==> src/rtl/pif_reg_sequencer_pkg.sv <==
// pif_reg_sequencer_pkg: byte tags, payload width and sequencer states shared by the pif register sequencer.
package pif_reg_sequencer_pkg;
    localparam int I2C_DATA_BITS = 6;
    localparam logic [1:0] A_ADDR = 2'b10;
    localparam logic [1:0] D_ADDR = 2'b01;
    typedef enum logic [1:0] {
        PIF_SEQ_IDLE,
        PIF_SEQ_WR_REQ,
        PIF_SEQ_RD_REQ,
        PIF_SEQ_RD_DONE
    } pif_seq_state_t;
endpackage

==> src/rtl/pif_reg_sequencer.sv <==
// pif_reg_sequencer: turns tagged I2C slave bytes into register-bus writes/reads through an auto-incrementing pointer.
module pif_reg_sequencer
    import pif_reg_sequencer_pkg::*;
#(
    parameter bit AUTO_INC  = 1'b1,
    parameter int TIMEOUT   = 255,
    parameter int REG_COUNT = 64
) (
    input  logic       i2c_clk,
    input  logic       rst,
    input  logic       rx_stb,
    input  logic [7:0] rx_data,
    input  logic       rx_stop,
    input  logic       tx_req,
    output logic       tx_valid,
    output logic [7:0] tx_data,
    output logic [5:0] reg_addr,
    output logic [5:0] reg_wdata,
    output logic       reg_we,
    output logic       reg_re,
    input  logic [5:0] reg_rdata,
    input  logic       reg_ack,
    output logic       busy,
    output logic       err
);
    localparam logic [6:0] ADDR_LIMIT = 7'(REG_COUNT);
    localparam logic [5:0] PTR_LAST   = 6'(REG_COUNT - 1);
    localparam logic [7:0] CNT_LAST   = 8'(TIMEOUT - 1);

    pif_seq_state_t state, state_n;
    logic [5:0] ptr, wdata, rdata, ptr_inc, payload;
    logic [1:0] tag;
    logic [7:0] cnt;
    logic       idle, in_req, expire, done, rd_timed_out, err_q, unused_stop;

    assign tag         = rx_data[7:6];
    assign payload     = rx_data[I2C_DATA_BITS-1:0];
    assign idle        = state == PIF_SEQ_IDLE;
    assign in_req      = state == PIF_SEQ_WR_REQ || state == PIF_SEQ_RD_REQ;
    assign expire      = in_req && !reg_ack && cnt == CNT_LAST;
    assign done        = in_req && (reg_ack || expire);
    assign ptr_inc     = !AUTO_INC ? ptr : ptr == PTR_LAST ? '0 : ptr + 6'd1;
    assign unused_stop = rx_stop;

    always_ff @(posedge i2c_clk or posedge rst) begin
        if (rst)
            state <= PIF_SEQ_IDLE;
        else
            state <= state_n;
    end

    always_comb begin
        state_n = state;
        case (state)
            PIF_SEQ_IDLE:   state_n = rx_stb ? (tag == D_ADDR ? PIF_SEQ_WR_REQ : PIF_SEQ_IDLE)
                                    : tx_req ? PIF_SEQ_RD_REQ : PIF_SEQ_IDLE;
            PIF_SEQ_WR_REQ: state_n = done ? PIF_SEQ_IDLE : PIF_SEQ_WR_REQ;
            PIF_SEQ_RD_REQ: state_n = done ? PIF_SEQ_RD_DONE : PIF_SEQ_RD_REQ;
            default:        state_n = PIF_SEQ_IDLE;
        endcase
    end

    always_ff @(posedge i2c_clk or posedge rst) begin
        if (rst) begin
            ptr          <= '0;
            wdata        <= '0;
            rdata        <= '0;
            cnt          <= '0;
            rd_timed_out <= 1'b0;
            err_q        <= 1'b0;
        end else begin
            cnt <= in_req ? cnt + 8'd1 : '0;
            if (idle && rx_stb && tag == A_ADDR) begin
                if ({1'b0, payload} < ADDR_LIMIT)
                    ptr <= payload;
                err_q <= {1'b0, payload} >= ADDR_LIMIT;
            end else if (expire || (rx_stb && !(idle && tag == D_ADDR))) begin
                err_q <= 1'b1;
            end
            if (idle && rx_stb && tag == D_ADDR)
                wdata <= payload;
            // a timed-out read still answers the master, with all-ones data
            if (state == PIF_SEQ_RD_REQ && done) begin
                rdata        <= reg_ack ? reg_rdata : 6'h3F;
                rd_timed_out <= !reg_ack;
            end
            if ((state == PIF_SEQ_WR_REQ && reg_ack) || (state == PIF_SEQ_RD_DONE && !rd_timed_out))
                ptr <= ptr_inc;
        end
    end

    assign reg_we    = state == PIF_SEQ_WR_REQ;
    assign reg_re    = state == PIF_SEQ_RD_REQ;
    assign tx_valid  = state == PIF_SEQ_RD_DONE;
    assign tx_data   = tx_valid ? {D_ADDR, rdata} : '0;
    assign reg_addr  = ptr;
    assign reg_wdata = wdata;
    assign busy      = !idle;
    assign err       = err_q;
endmodule
==> config.mk <==
export PLATFORM = sky130hd
export DESIGN_NAME = pif_reg_sequencer
export DESIGN_NICKNAME = d
export VERILOG_FILES = /design/src/rtl/pif_reg_sequencer_pkg.sv /design/src/rtl/pif_reg_sequencer.sv
export SDC_FILE = /design/constraint.sdc
export NUM_CORES = 1
export LEC_CHECK = 0
export ABC_AREA = 1
export CELL_PAD_IN_SITES_DETAIL_PLACEMENT = 0
export CELL_PAD_IN_SITES_GLOBAL_PLACEMENT = 1
export CORE_MARGIN = 3
export CORE_UTILIZATION = 31
export DETAILED_ROUTE_END_ITERATION = 8
export PLACE_DENSITY = 0.88
export SYNTH_ARGS = -nofsm -noshare
export SYNTH_HDL_FRONTEND = slang
export SYNTH_SLANG_ARGS = --single-unit
==> constraint.sdc <==
create_clock -name i2c_clk -period 1.6 [get_ports i2c_clk]
set_input_delay 0.32 -clock i2c_clk [delete_from_list [all_inputs] [get_ports i2c_clk]]
set_output_delay 0.32 -clock i2c_clk [all_outputs]
set_load 0.05 [all_outputs]
# Word level (Yosys, flattened, before mapping)
# Index checks and enable logic that the tools add are counted.
# op_classes
n_addsub	2
n_eq_ne	7
muxes	14
n_reduce_logical	22
# ops
operator	count
two-way mux 6 bit	4
logical AND 1 bit	11
adder 8 x 1 -> 8 bit (second input constant)	1
equality test 8 bit (second input constant)	1
two-way mux 8 bit	1
two-way mux 7 bit	1
adder 6 x 1 -> 6 bit (second input constant)	1
equality test 2 bit (second input constant)	3
equality test 6 bit (second input constant)	1
case mux 2 bit (3 select lines)	1
two-way mux 1 bit	5
equality test 2 x 1 -> 1 bit (second input constant)	2
zero test 1 bit	4
logical OR 1 bit	4
two-way mux 2 bit	2
nonzero test 2 bit	2
zero test 2 bit	1
# word_totals
reg_bits	30
out_inout_bits	25
wordCells	52

# Depth between registers and ports, before layout
# logic_depth
word_depth	8
mapped_depth	9
mapped_depth_nobuf	9

# Worst setup path after synthesis
# Ideal clock, no wire load.
# synth_path
path_kind	register to register
from	register state[0]
to	register ptr[3], in the netlist reg_addr[3]
setup_ns	0.078
arrival_ns	1.714
slack_ns	-0.191
path_stages_with_launch	9
n_path_buf	1
synth_period_minus_slack_ns	1.791
path_cell_list	dfrtp_1 ha_1 buf_4 nand2_1 nand2_1 inv_1 a21oi_1 nand3_1 a21oi_1
# synth_between
elab_chain_cells	4
elab_cells_between_ends	10
# synth_rtl
item	line_no	text
start: declaration	pif_reg_sequencer.sv:30	pif_seq_state_t state, state_n;
start signal: assignment	pif_reg_sequencer.sv:49	state <= state_n;
equality test 2 bit (*)	n/a	
via tx_valid	pif_reg_sequencer.sv:15	output logic tx_valid,
logical AND 1 bit (*)	pif_reg_sequencer.sv:87	if ((state == PIF_SEQ_WR_REQ && reg_ack) || (state == PIF_SEQ_RD_DONE && !rd_timed_out))
logical OR 1 bit (*)	pif_reg_sequencer.sv:87	
two-way mux 6 bit / nonzero test 2 bit (equally long branches)	n/a	
end signal: assignment	pif_reg_sequencer.sv:75	ptr <= payload;
end signal: assignment	pif_reg_sequencer.sv:88	ptr <= ptr_inc;
end: declaration	pif_reg_sequencer.sv:31	logic [5:0] ptr, wdata, rdata, ptr_inc, payload;
# Mark *: on every way through the listed nets, which the timed path passes. The rest lies on a longest branch.
# A chain may end at the register's enable or synchronous reset.

# Worst setup path in the final report
# layout_path
from	register state[1]
to	output port tx_data[3]
# layout_between
elab_chain_cells	2
# layout_rtl
item	line_no	text
equality test 2 bit	pif_reg_sequencer.sv:94	assign tx_valid = state == PIF_SEQ_RD_DONE;
two-way mux 7 bit	pif_reg_sequencer.sv:95	assign tx_data = tx_valid ? {D_ADDR, rdata} : '0;
end: declaration	pif_reg_sequencer.sv:16	output logic [7:0] tx_data,
# Every way passes these cells.

==> metrics.log <==
INFO  metric outcome = finished, violations left
INFO  metric violations_in_the_final_reports = setup timing
INFO  metric synth_area = 1600 um^2
INFO  metric final_nets = 285
INFO  metric end_kind = output pin
INFO  metric initial_core_util = 0.329
INFO  metric power_leakage = 1.21 nW
INFO  metric r2r.worst_path.cells = 8
INFO  metric power_per_cell_area = 2030 nW/um^2
INFO  metric final-seq-area = 751 um^2
INFO  metric finalHoldViolCount = 0
INFO  metric tritoncts = built
INFO  metric drt_wl_total = 3.82 mm
INFO  metric yosys.area_share.simple = 0.261
INFO  metric globalRouteTotalUtil = 0.134
INFO  metric cts.reportedPaths.clkPinSlew = 60 ps
INFO  metric synth_adder_area_share = 0.0549
INFO  metric switching_power_total = 2.29 mW
INFO  metric rr_endpoint = state[0]
INFO  metric post-route-util = 0.520
INFO  metric drv.max_cap_violation_count = 0
INFO  metric synth_top_family_by_area = simple AND/OR/NAND/NOR gates
INFO  metric seq_power_share = 0.260
INFO  metric hold_path.class = primary input to async pin
INFO  metric clockRootBuffer = sky130_fd_sc_hd__clkbuf_8
INFO  metric detail_route.iter0.violations = 54
INFO  metric synth_enable_flop_cells = 0
INFO  metric minimum_clock_period = 1620 ps
INFO  metric synthToLayoutAreaGrowth = 58.0%
INFO  metric setup_viol = 7
INFO  metric antenna_found_initial = 0
INFO  metric design_power_total = 5.12 mW
INFO  metric cts_max_level = 2
INFO  metric worst-setup-path-type = flop to output pin
INFO  metric drt-vias-per-instance = 4.51
INFO  metric synth_seq_area_share = 0.471
INFO  metric crit_path_max_incr_delay = 380 ps
INFO  metric critical_path.max_fanout = 9
INFO  metric r2r_setup_slack = 60 ps
INFO  metric unrepaired_setup_endpoints_after_global_routing = yes
INFO  metric multi_input_comb_area = 752 um^2
INFO  metric final_cell_area = 2520 um^2
INFO  metric first_pass_iters = 4
INFO  metric core_area = 4850 um^2
INFO  metric timing_max_transition_violations_final = 0
INFO  metric antenna_left = 0
INFO  metric place.detailed.hpwl = 2.90 mm
INFO  metric place_area = 2370 um^2
INFO  metric synth.area.mux_share = 0.0424
INFO  metric grt_pass1_wl = 6.47 mm
INFO  metric tritoncts_num_sinks = 30
INFO  metric switching_share = 0.448
INFO  metric ys_warn_count = 0
INFO  metric cp-start-kind = flop
INFO  metric clockPowerShare = 0.146
INFO  metric post_synth.cell_area_avg = 8.10 um^2
INFO  metric ir_worst_vdd = 0.903 mV
INFO  metric critical_path_required = 1280 ps
INFO  metric internal-power = 2.82 mW
INFO  metric diodes = 0
INFO  metric cpMaxStageDelayCell = sky130_fd_sc_hd__dfrtp_1
INFO  metric die-width = 77.7 um
INFO  metric fmax = 616 MHz
INFO  metric vias_in_the_first_global_route = 1443
INFO  metric reg2reg_from = state[0]
INFO  metric syn-instance-count = 197
INFO  metric synth-seq-cells = 30
INFO  metric rows = 25
INFO  metric critical_path_s_top_delay_family = flip-flops
INFO  metric synth-async-reset-ratio = 1.00
INFO  metric synth_flop_cell = sky130_fd_sc_hd__dfrtp_1
INFO  metric mappedNetlistNets = 224
INFO  metric drive_above_1_share = 0.278
INFO  metric path_cells = buf_4 > ha_4 > nand2_1 > inv_1 > buf_12
INFO  metric worst-endpoint-arrival = 1300 ps
INFO  metric cts_buffers = 5
INFO  metric synth_xor_xnor_area_share = 0
INFO  metric route.detailed.drc = 0
INFO  metric synth-compound-area-share = 0.0878
INFO  metric combPwrFrac = 0.594
INFO  metric die_y = 77.7 um
INFO  metric clkLatencyLatePin = 280 ps
INFO  metric die_area = 6040 um^2
INFO  metric routedWlPerCell = 11.7 um
INFO  metric cts-root-to-sink-buffers = 2
INFO  metric timing.critical_path.buf_inv = 3
INFO  metric num_io_pins = 45
INFO  metric grt_start_max_net_pins = 31
INFO  metric synth.lib_cells_used.distinct = 21
INFO  metric final.setup.worst_slack = -22.8 ps
INFO  metric globalplace.congestion = 0.774
INFO  metric cts-hold-fix-buffers = 0
INFO  metric worst_setup_path_startpoint = state[1]
INFO  metric num-fill-cells = 457
INFO  metric place.port_buffers = 42
INFO  metric skew = 6.67 ps
INFO  metric finalCritPeriodShare = 1.01
INFO  metric detailroute.via_count = 1469
INFO  metric globalRouteOverflowTotal = 0
==> worst register-to-register path, cell delays in order, from the launching register on <==
cell and delay [ps]:
sky130_fd_sc_hd__dfrtp_1 370, sky130_fd_sc_hd__inv_1 70, sky130_fd_sc_hd__ha_1 290, sky130_fd_sc_hd__nand3_1 80, sky130_fd_sc_hd__nor2_1 120, sky130_fd_sc_hd__nand2_2 100
sky130_fd_sc_hd__a21oi_4 250, sky130_fd_sc_hd__nor2_1 90, sky130_fd_sc_hd__nor2_1 100
==> flip-flops by register name, indices dropped and copies added, names as in the netlist <==
name	flops
cnt	8
err	1
state	2
reg_addr	6
reg_wdata	6
rdata	6
rd_timed_out	1
==> synthesized netlist by cell type (all sizes together), types with 2 or more instances <==
library cell	instances	area, um^2
o21ai	8	40.0
a31oi	2	12.5
or2	7	43.8
nor2	22	82.6
dfrtp	30	751
inv	26	97.6
clkbuf	2	8.75
a21oi	12	71.3
mux2	6	67.6
nand2	49	189
nor3	3	15.0
buf	3	22.5
ha	7	87.6
nand3	16	80.1
==> per-layer routing <==
metal	global-route usage	share of wire	vias up
met5	0	0	-
li1	-	-	748
met3	0.0429	0.059	7
met2	0.233	0.51	39
met1	0.156	0.42	675
met4	0.0445	0.012	0
==> how the worst max path moves through the flow <==
stage,slack (ps),cells after the start,end
after floorplan,-10,8,reg_addr[3]
after global placement,-80,9,rdata[1]
after detailed placement,-130,9,rdata[5]
after CTS,-40,5,tx_data[3]
after global routing,-80,5,tx_data[3]
final,-20,5,tx_data[3]
==> stage by stage <==
stage,TNS [ps],instances,hold WS (ps),setup slack [ps]
global placement,-889,317,465,-84.6
CTS,-158,326,438,-37.3
finish,-63.0,326,418,-22.8
global route,-970,326,472,-83.7
detailed placement,-1400,317,467,-132
floorplan,-28.4,197,411,-14.2
==> power groups by stage <==
stage	Sequential, mW	Clock (mW)	Combinational [mW]
floorplan	1.83	0	1.18
global placement	1.33	0	2.92
detailed placement	1.34	0	2.98
CTS	1.33	0.758	3.03
finish	1.33	0.746	3.04
global route	1.39	0.790	3.25
==> timing repair <==
action / CTS / global route
setup endpoints to repair: 12 / 30
gates resized for setup: 2 / 8
setup buffers: 1 / 0
cloned: 0 / 0
pin swaps: 1 / 1
==> cell usage in the layout (no fill, tap or decap) <==
cell and count:
sky130_fd_sc_hd__buf_12 19, sky130_fd_sc_hd__nand3_4 1, sky130_fd_sc_hd__inv_2 3, sky130_fd_sc_hd__clkbuf_1 2, sky130_fd_sc_hd__o32ai_1 1, sky130_fd_sc_hd__conb_1 1, sky130_fd_sc_hd__ha_2 1, sky130_fd_sc_hd__buf_6 1
sky130_fd_sc_hd__buf_4 21, sky130_fd_sc_hd__nand3_1 15, sky130_fd_sc_hd__a31oi_1 2, sky130_fd_sc_hd__nand4_1 1, sky130_fd_sc_hd__mux2_2 6, sky130_fd_sc_hd__ha_1 5, sky130_fd_sc_hd__o21ai_1 1, sky130_fd_sc_hd__inv_1 23
sky130_fd_sc_hd__a21oi_2 1, sky130_fd_sc_hd__o21ai_0 7, sky130_fd_sc_hd__or2_2 7, sky130_fd_sc_hd__bufinv_16 1, sky130_fd_sc_hd__a21oi_4 1, sky130_fd_sc_hd__clkbuf_8 5, sky130_fd_sc_hd__dfrtp_1 30, sky130_fd_sc_hd__ha_4 1
sky130_fd_sc_hd__nand2_1 45, sky130_fd_sc_hd__clkdlybuf4s50_1 18, sky130_fd_sc_hd__nor3_1 3, sky130_fd_sc_hd__nand2_2 4, sky130_fd_sc_hd__o21bai_1 1, sky130_fd_sc_hd__nor2_1 22, sky130_fd_sc_hd__a21oi_1 10
==> final cells by class <==
class,count,area share
multi-input combinational,136,0.298
sequential,30,0.298
timing repair buffer,59,0.289
inverter,26,0.0387
tap,67,0.0333
clock buffer,7,0.0303
clock inverter,1,0.0119
==> cells by family (layout without fill, tap and decap cells) <==
group	count (synthesis)	in the layout
and+or+nand+nor	98	98
muxes	6	6
other	1	1
buffers and inverters	31	93
DFF	30	30
AOI/OAI and AO/OA	24	24
adders and majority gates	7	7
Power figures use the tool's default switching activity.
